**config.mk**
```make
export PLATFORM = sky130hd
export DESIGN_NAME = wrrn_arbit
export DESIGN_NICKNAME = d
export VERILOG_FILES = /design/src/rtl/wrrn_arbit.sv
export SDC_FILE = /design/constraint.sdc
export NUM_CORES = 1
export LEC_CHECK = 0
export ABC_AREA = 1
export BUFFER_PORTS_ARGS = -buffer_cell sky130_fd_sc_hd__buf_2
export CAP_MARGIN = 5
export CORE_MARGIN = 2
export CORE_UTILIZATION = 40
export CTS_CLUSTER_DIAMETER = 80
export CTS_CLUSTER_SIZE = 30
export DETAILED_ROUTE_END_ITERATION = 12
export SLEW_MARGIN = 20
export SYNTH_ARGS = -nofsm -noshare
export SYNTH_HDL_FRONTEND = slang
export SYNTH_SLANG_ARGS = --single-unit
```
**constraint.sdc**
```tcl
create_clock -name clk -period 3 [get_ports clk]
set_input_delay 0.15 -clock clk [delete_from_list [all_inputs] [get_ports clk]]
set_output_delay 0.15 -clock clk [all_outputs]
set_load 0.05 [all_outputs]
```
**src/rtl/wrrn_arbit.sv**
```systemverilog
// wrrn_arbit: N-channel weighted round-robin arbiter with per-channel credit counters.
// Define WRR_BURST_EN to keep the pointer on a channel until its credits run out (burst order).
module wrrn_arbit #(
  parameter  int N     = 4,
  parameter  int WT_W  = 5,
  localparam int IDX_W = $clog2(N)
) (
  input  logic              clk,
  input  logic              rst_n,
  input  logic              req_val,
  output logic              req_rdy,
  input  logic [N-1:0]      req,
  input  logic [N*WT_W-1:0] wt,
  input  logic              gnt_busy,
  output logic              gnt_val,
  output logic [N-1:0]      gnt,
  output logic [IDX_W-1:0]  gnt_idx
);

  typedef enum logic {
    IDLE = 1'b0,
    ARB  = 1'b1
  } state_e;

  state_e                      state_q, state_d;
  logic [N-1:0]                req_q, req_d;
  logic [N-1:0][WT_W-1:0]      wt_q, wt_d;
  logic [N-1:0][WT_W-1:0]      cred_q, cred_d;
  logic [IDX_W-1:0]            ptr_q, ptr_d;
  logic                        gnt_val_q, gnt_val_d;
  logic [N-1:0]                gnt_q, gnt_d;
  logic [IDX_W-1:0]            gnt_idx_q, gnt_idx_d;

  logic [N-1:0]                eligible;
  logic [N-1:0]                cred_avail;
  logic [N-1:0]                cand;
  logic                        any_elig;
  logic                        exhausted;
  logic [IDX_W-1:0]            sel;
  logic [IDX_W-1:0]            sel_next;
  logic [WT_W-1:0]             sel_cred;

  // Rotating first-match search starting at ptr. When no eligible channel has
  // credit left the round is exhausted and the search runs over a virtual reload.
  always_comb begin : sel_logic
    logic [IDX_W:0]   pos;
    logic [IDX_W-1:0] pos_i;
    logic             found;
    for (int i = 0; i < N; i++) begin
      eligible[i]   = req_q[i] && (wt_q[i] != '0);
      cred_avail[i] = eligible[i] && (cred_q[i] != '0);
    end
    any_elig  = |eligible;
    exhausted = ~|cred_avail;
    cand      = exhausted ? eligible : cred_avail;

    sel   = '0;
    found = 1'b0;
    for (int k = 0; k < N; k++) begin
      pos = {1'b0, ptr_q} + (IDX_W+1)'(k);
      if (pos >= (IDX_W+1)'(N)) pos = pos - (IDX_W+1)'(N);
      pos_i = pos[IDX_W-1:0];
      if (!found && cand[pos_i]) begin
        found = 1'b1;
        sel   = pos_i;
      end
    end

    // Never underflows: a zero-credit channel is only picked after a reload.
    sel_cred = (exhausted ? wt_q[sel] : cred_q[sel]) - WT_W'(1);
    sel_next = (sel == IDX_W'(N-1)) ? '0 : sel + IDX_W'(1);
  end

  // NOTE: every _d gets its hold value first so no path through the case leaves
  // a variable unassigned, which would otherwise infer a latch.
  always_comb begin : next_logic
    state_d   = state_q;
    req_d     = req_q;
    wt_d      = wt_q;
    cred_d    = cred_q;
    ptr_d     = ptr_q;
    gnt_val_d = 1'b0;
    gnt_d     = gnt_q;
    gnt_idx_d = gnt_idx_q;

    case (state_q)
      IDLE: begin
        if (req_val) begin
          req_d   = req;
          wt_d    = wt;
          state_d = ARB;
        end
      end
      ARB: begin
        if (!any_elig) begin
          state_d = IDLE;
        end else if (!gnt_busy) begin
          gnt_val_d  = 1'b1;
          gnt_d      = '0;
          gnt_d[sel] = 1'b1;
          gnt_idx_d  = sel;
          if (exhausted) cred_d = wt_q;
          cred_d[sel] = sel_cred;
`ifdef WRR_BURST_EN
          ptr_d = (sel_cred != '0) ? sel : sel_next;
`else
          ptr_d = sel_next;
`endif
          state_d = IDLE;
        end
      end
      default: state_d = IDLE;
    endcase
  end

  // NOTE: non-blocking assignments here so every flop samples the pre-edge
  // value of its _d input regardless of statement order.
  always_ff @(posedge clk or negedge rst_n) begin
    if (!rst_n) begin
      state_q   <= IDLE;
      req_q     <= '0;
      wt_q      <= '0;
      cred_q    <= '0;
      ptr_q     <= '0;
      gnt_val_q <= 1'b0;
      gnt_q     <= '0;
      gnt_idx_q <= '0;
    end else begin
      state_q   <= state_d;
      req_q     <= req_d;
      wt_q      <= wt_d;
      cred_q    <= cred_d;
      ptr_q     <= ptr_d;
      gnt_val_q <= gnt_val_d;
      gnt_q     <= gnt_d;
      gnt_idx_q <= gnt_idx_d;
    end
  end

  assign req_rdy = (state_q == IDLE);
  assign gnt_val = gnt_val_q;
  assign gnt     = gnt_q;
  assign gnt_idx = gnt_idx_q;

endmodule

```
==> results.json <==
{
  "coreArea_sq_um": 8220,
  "cpMostUsedCell": "nand2_4",
  "synthXorXnorAreaFrac": 0.00739,
  "synth.distinct_cells": 29,
  "final_cells": 651,
  "drt_pass1_iterations": 5,
  "tightest_slew_ns": 0.811,
  "ys_seq_elements": 54,
  "wl_per_cell_microns": 15.8,
  "critPathKind": "flip-flop to flip-flop",
  "cp_cell_sequence": "nor2_1 -> nand3b_1 -> nand3_2 -> nand2_4 -> nor2_8 -> nand2_4 -> nand3_2 -> nand2_1 -> nand2_2 -> nand2_4 -> nand3_4 -> nand2_1 -> nand2_2 -> nand2_4 -> buf_12 -> buf_4 -> nand3_1 -> nand3_1 -> nand2_2 -> buf_6 -> nand4_1 -> nand3_1 -> a21oi_2",
  "syn_area_per_cell_sq_um": 7.68,
  "htree_num_levels": 2,
  "row_count": 33,
  "grt_usage": 0.230,
  "antenna_cells": 0,
  "finalNetCount": 578,
  "area_growth_pct": 37.8,
  "synth_edf_count": 0,
  "hold_path_class": "input pin to flip-flop",
  "synth_top_area_share": 0.399,
  "synth.most_common_cell": "nand2_1",
  "synth_compound_area_frac": 0.0916,
  "ys_seq_area_frac": 0.399,
  "setup_tns_ns": -0.788,
  "grt_first_pass_wirelength_mm": 16.1,
  "synth_area_leader_cell": "dfrtp_1",
  "cp.arrival_ns": 3.30,
  "cp_max_fo": 7,
  "grt_setup_unrepaired": "yes",
  "violations": "negative setup slack",
  "syn-cell-area_sq_um": 3390,
  "final_layout_size_suffix_gt1_frac": 0.410,
  "drv_cap": 0,
  "status": "finished with violations",
  "dieArea_sq_um": 9220,
  "cp.required_ns": 3.20,
  "root_buffer": "clkbuf_8",
  "synth_fa_ha_area_frac": 0.0185,
  "syn-instance-count": 441,
  "cpMaxStageDelayCell": "dfrtp_1",
  "clockBufferDepth": 2,
  "ys_top_cells_by_count": "nand2_1, nand3_1, dfrtp_1, inv_1, nor2_1",
  "synth_top_family_by_area": "simple AND/OR/NAND/NOR gates",
  "num_vias": 3445,
  "cts_inserted_buffers": 5,
  "antenna_found_initial": 0,
  "final.min_clock_period_ns": 3.10,
  "wl_mm": 10.3,
  "hold_viol": 0,
  "first_iter_violations": 234,
  "synthSimpleGateAreaFrac": 0.358,
  "critPathMaxStageDelay_ns": 0.40,
  "drv_slew": 0,
  "clock_skew_ns": 0.00852,
  "drtAntennaViolNets": 0,
  "hpwlAfterDp_mm": 7.68,
  "via_per_inst": 5.29,
  "synthMuxAreaShare": 0.0499,
  "worst_slack_ns": -0.100,
  "cts_tree": "yes",
  "die_w_microns": 96.0,
  "period_share": 1.03,
  "place_inst": 637,
  "gr-total-overflow": 0,
  "die_y_microns": 96.0,
  "critPathLaunchType": "flip-flop",
  "initial_core_util": 0.412,
  "setup_violations": 13,
  "drc": 0,
  "grt_start_max_net_pins": 36,
  "io-pin-count": 36,
  "clk_pin_slew_ns": 0.10,
  "slew_headroom": 0.460,
  "ys.flop_type": "dfrtp_1",
  "timing.fmax_mhz": 323,
  "port_buffers": 35,
  "cts.sinks": 54,
  "postSynth.asyncResetShare": 1.00,
  "synth_warnings": 0,
  "place_congestion": 0.938,
  "worstSkewPairLatency_ns": 0.31,
  "grt_pass1_vias": 3240,
  "critPathCaptureType": "flip-flop",
  "synthTopCellsByArea": "dfrtp_1, nand3_1, nand2_1",
  "syn-num-nets": 474
}
==> state kept, by name, indices dropped and copies added (netlist names) <==
| name | count |
|---|---|
| cred_q | 20 |
| ptr_q | 2 |
| state_q | 1 |
| gnt_idx | 2 |
| gnt | 4 |
| gnt_val | 1 |
| wt_q | 20 |
| req_q | 4 |
==> critical path: cells and delay by family (launching register included) <==
kind | cells | cell delay, ns
compound gates | 1 | 0.06
simple gates | 19 | 2.11
flops | 1 | 0.40
buf+inv | 3 | 0.40
==> final cells by class <==
type,instances,area (sq um)
fillers,792,3550
inverters,45,169
repair buffers,112,796
multi-input cells,327,2110
flip-flops and latches,54,1350
well taps,105,131
clock buffers,8,110
==> final timing paths <==
check                                            from                endpoint  slack, ns  depth (start not counted)
worst min-delay path                            wt[1]     wt_q[1]$_DFFE_PN0P_       0.07                          2
worst min register to register     gnt[2]$_DFFE_PN0P_      gnt[2]$_DFFE_PN0P_       0.48                          2
worst max-delay path            cred_q[5]$_DFFE_PN0P_  cred_q[18]$_DFFE_PN0P_      -0.10                         23
max in group asynchronous                       rst_n   cred_q[5]$_DFFE_PN0P_       1.77                          3
worst max register to register  cred_q[5]$_DFFE_PN0P_  cred_q[18]$_DFFE_PN0P_      -0.10                         23
min in group asynchronous                       rst_n  gnt_idx[0]$_DFFE_PN0P_       0.44                          2
==> metrics by stage <==
stage	hold slack (ns)	setup slack (ns)	util	instance area (sq um)
global placement	0.290	-0.0803	0.504	4140
detailed placement	0.287	-0.152	0.504	4140
finish	0.0650	-0.100	0.568	4670
floorplan	-0.146	0.257	-	3390
global route	0.0512	-0.277	0.568	4670
CTS	0.0576	0.00885	0.525	4310
==> placed cells by master, fill, tap and decap left out, types with 4 or more instances in the layout <==
| cell type | instances |
|---|---|
| nand2_1 | 79 |
| buf_4 | 71 |
| nand3_1 | 58 |
| dfrtp_1 | 54 |
| inv_1 | 42 |
| buf_2 | 35 |
| nor2_1 | 31 |
| nand3_2 | 27 |
| o21ai_0 | 20 |
| nand2_2 | 19 |
| a21oi_1 | 16 |
| mux2_2 | 15 |
| nand2_4 | 11 |
| clkbuf_8 | 8 |
| nor2_2 | 7 |
| nand3_4 | 6 |
| nand3b_1 | 5 |
| a21oi_2 | 5 |
| a22oi_2 | 4 |
| a22oi_1 | 4 |
==> cell families (layout without fill, tap and decap cells) <==
kind of cell / Yosys count / in the layout
buffers and inverters: 60 / 165
adders and majority gates: 5 / 5
muxes: 15 / 15
AOI/OAI and AO/OA: 56 / 56
xor gates and xnor gates: 2 / 2
and+or+nand+nor: 249 / 249
DFF: 54 / 54
==> metal layers <==
| layer | global-route usage | share of wire |
|---|---|---|
| met4 | 0.0548 | 0.017 |
| met3 | 0.0337 | 0.052 |
| met1 | 0.315 | 0.46 |
| met5 | 0 | 0 |
| met2 | 0.382 | 0.47 |
==> what timing repair did <==
action                                  4_1_cts  5_1_grt
buffers inserted                              0        4
endpoints found under the hold margin        34        0
pin swaps                                     7       34
gates cloned                                  0        1
endpoints found under the setup margin       16       20
hold buffers                                  1        0
resized for setup                            10       78
Power is left out: the tool's default activity adds up to more than one toggle a clock period on the data nets, which glitch-free logic cannot reach.
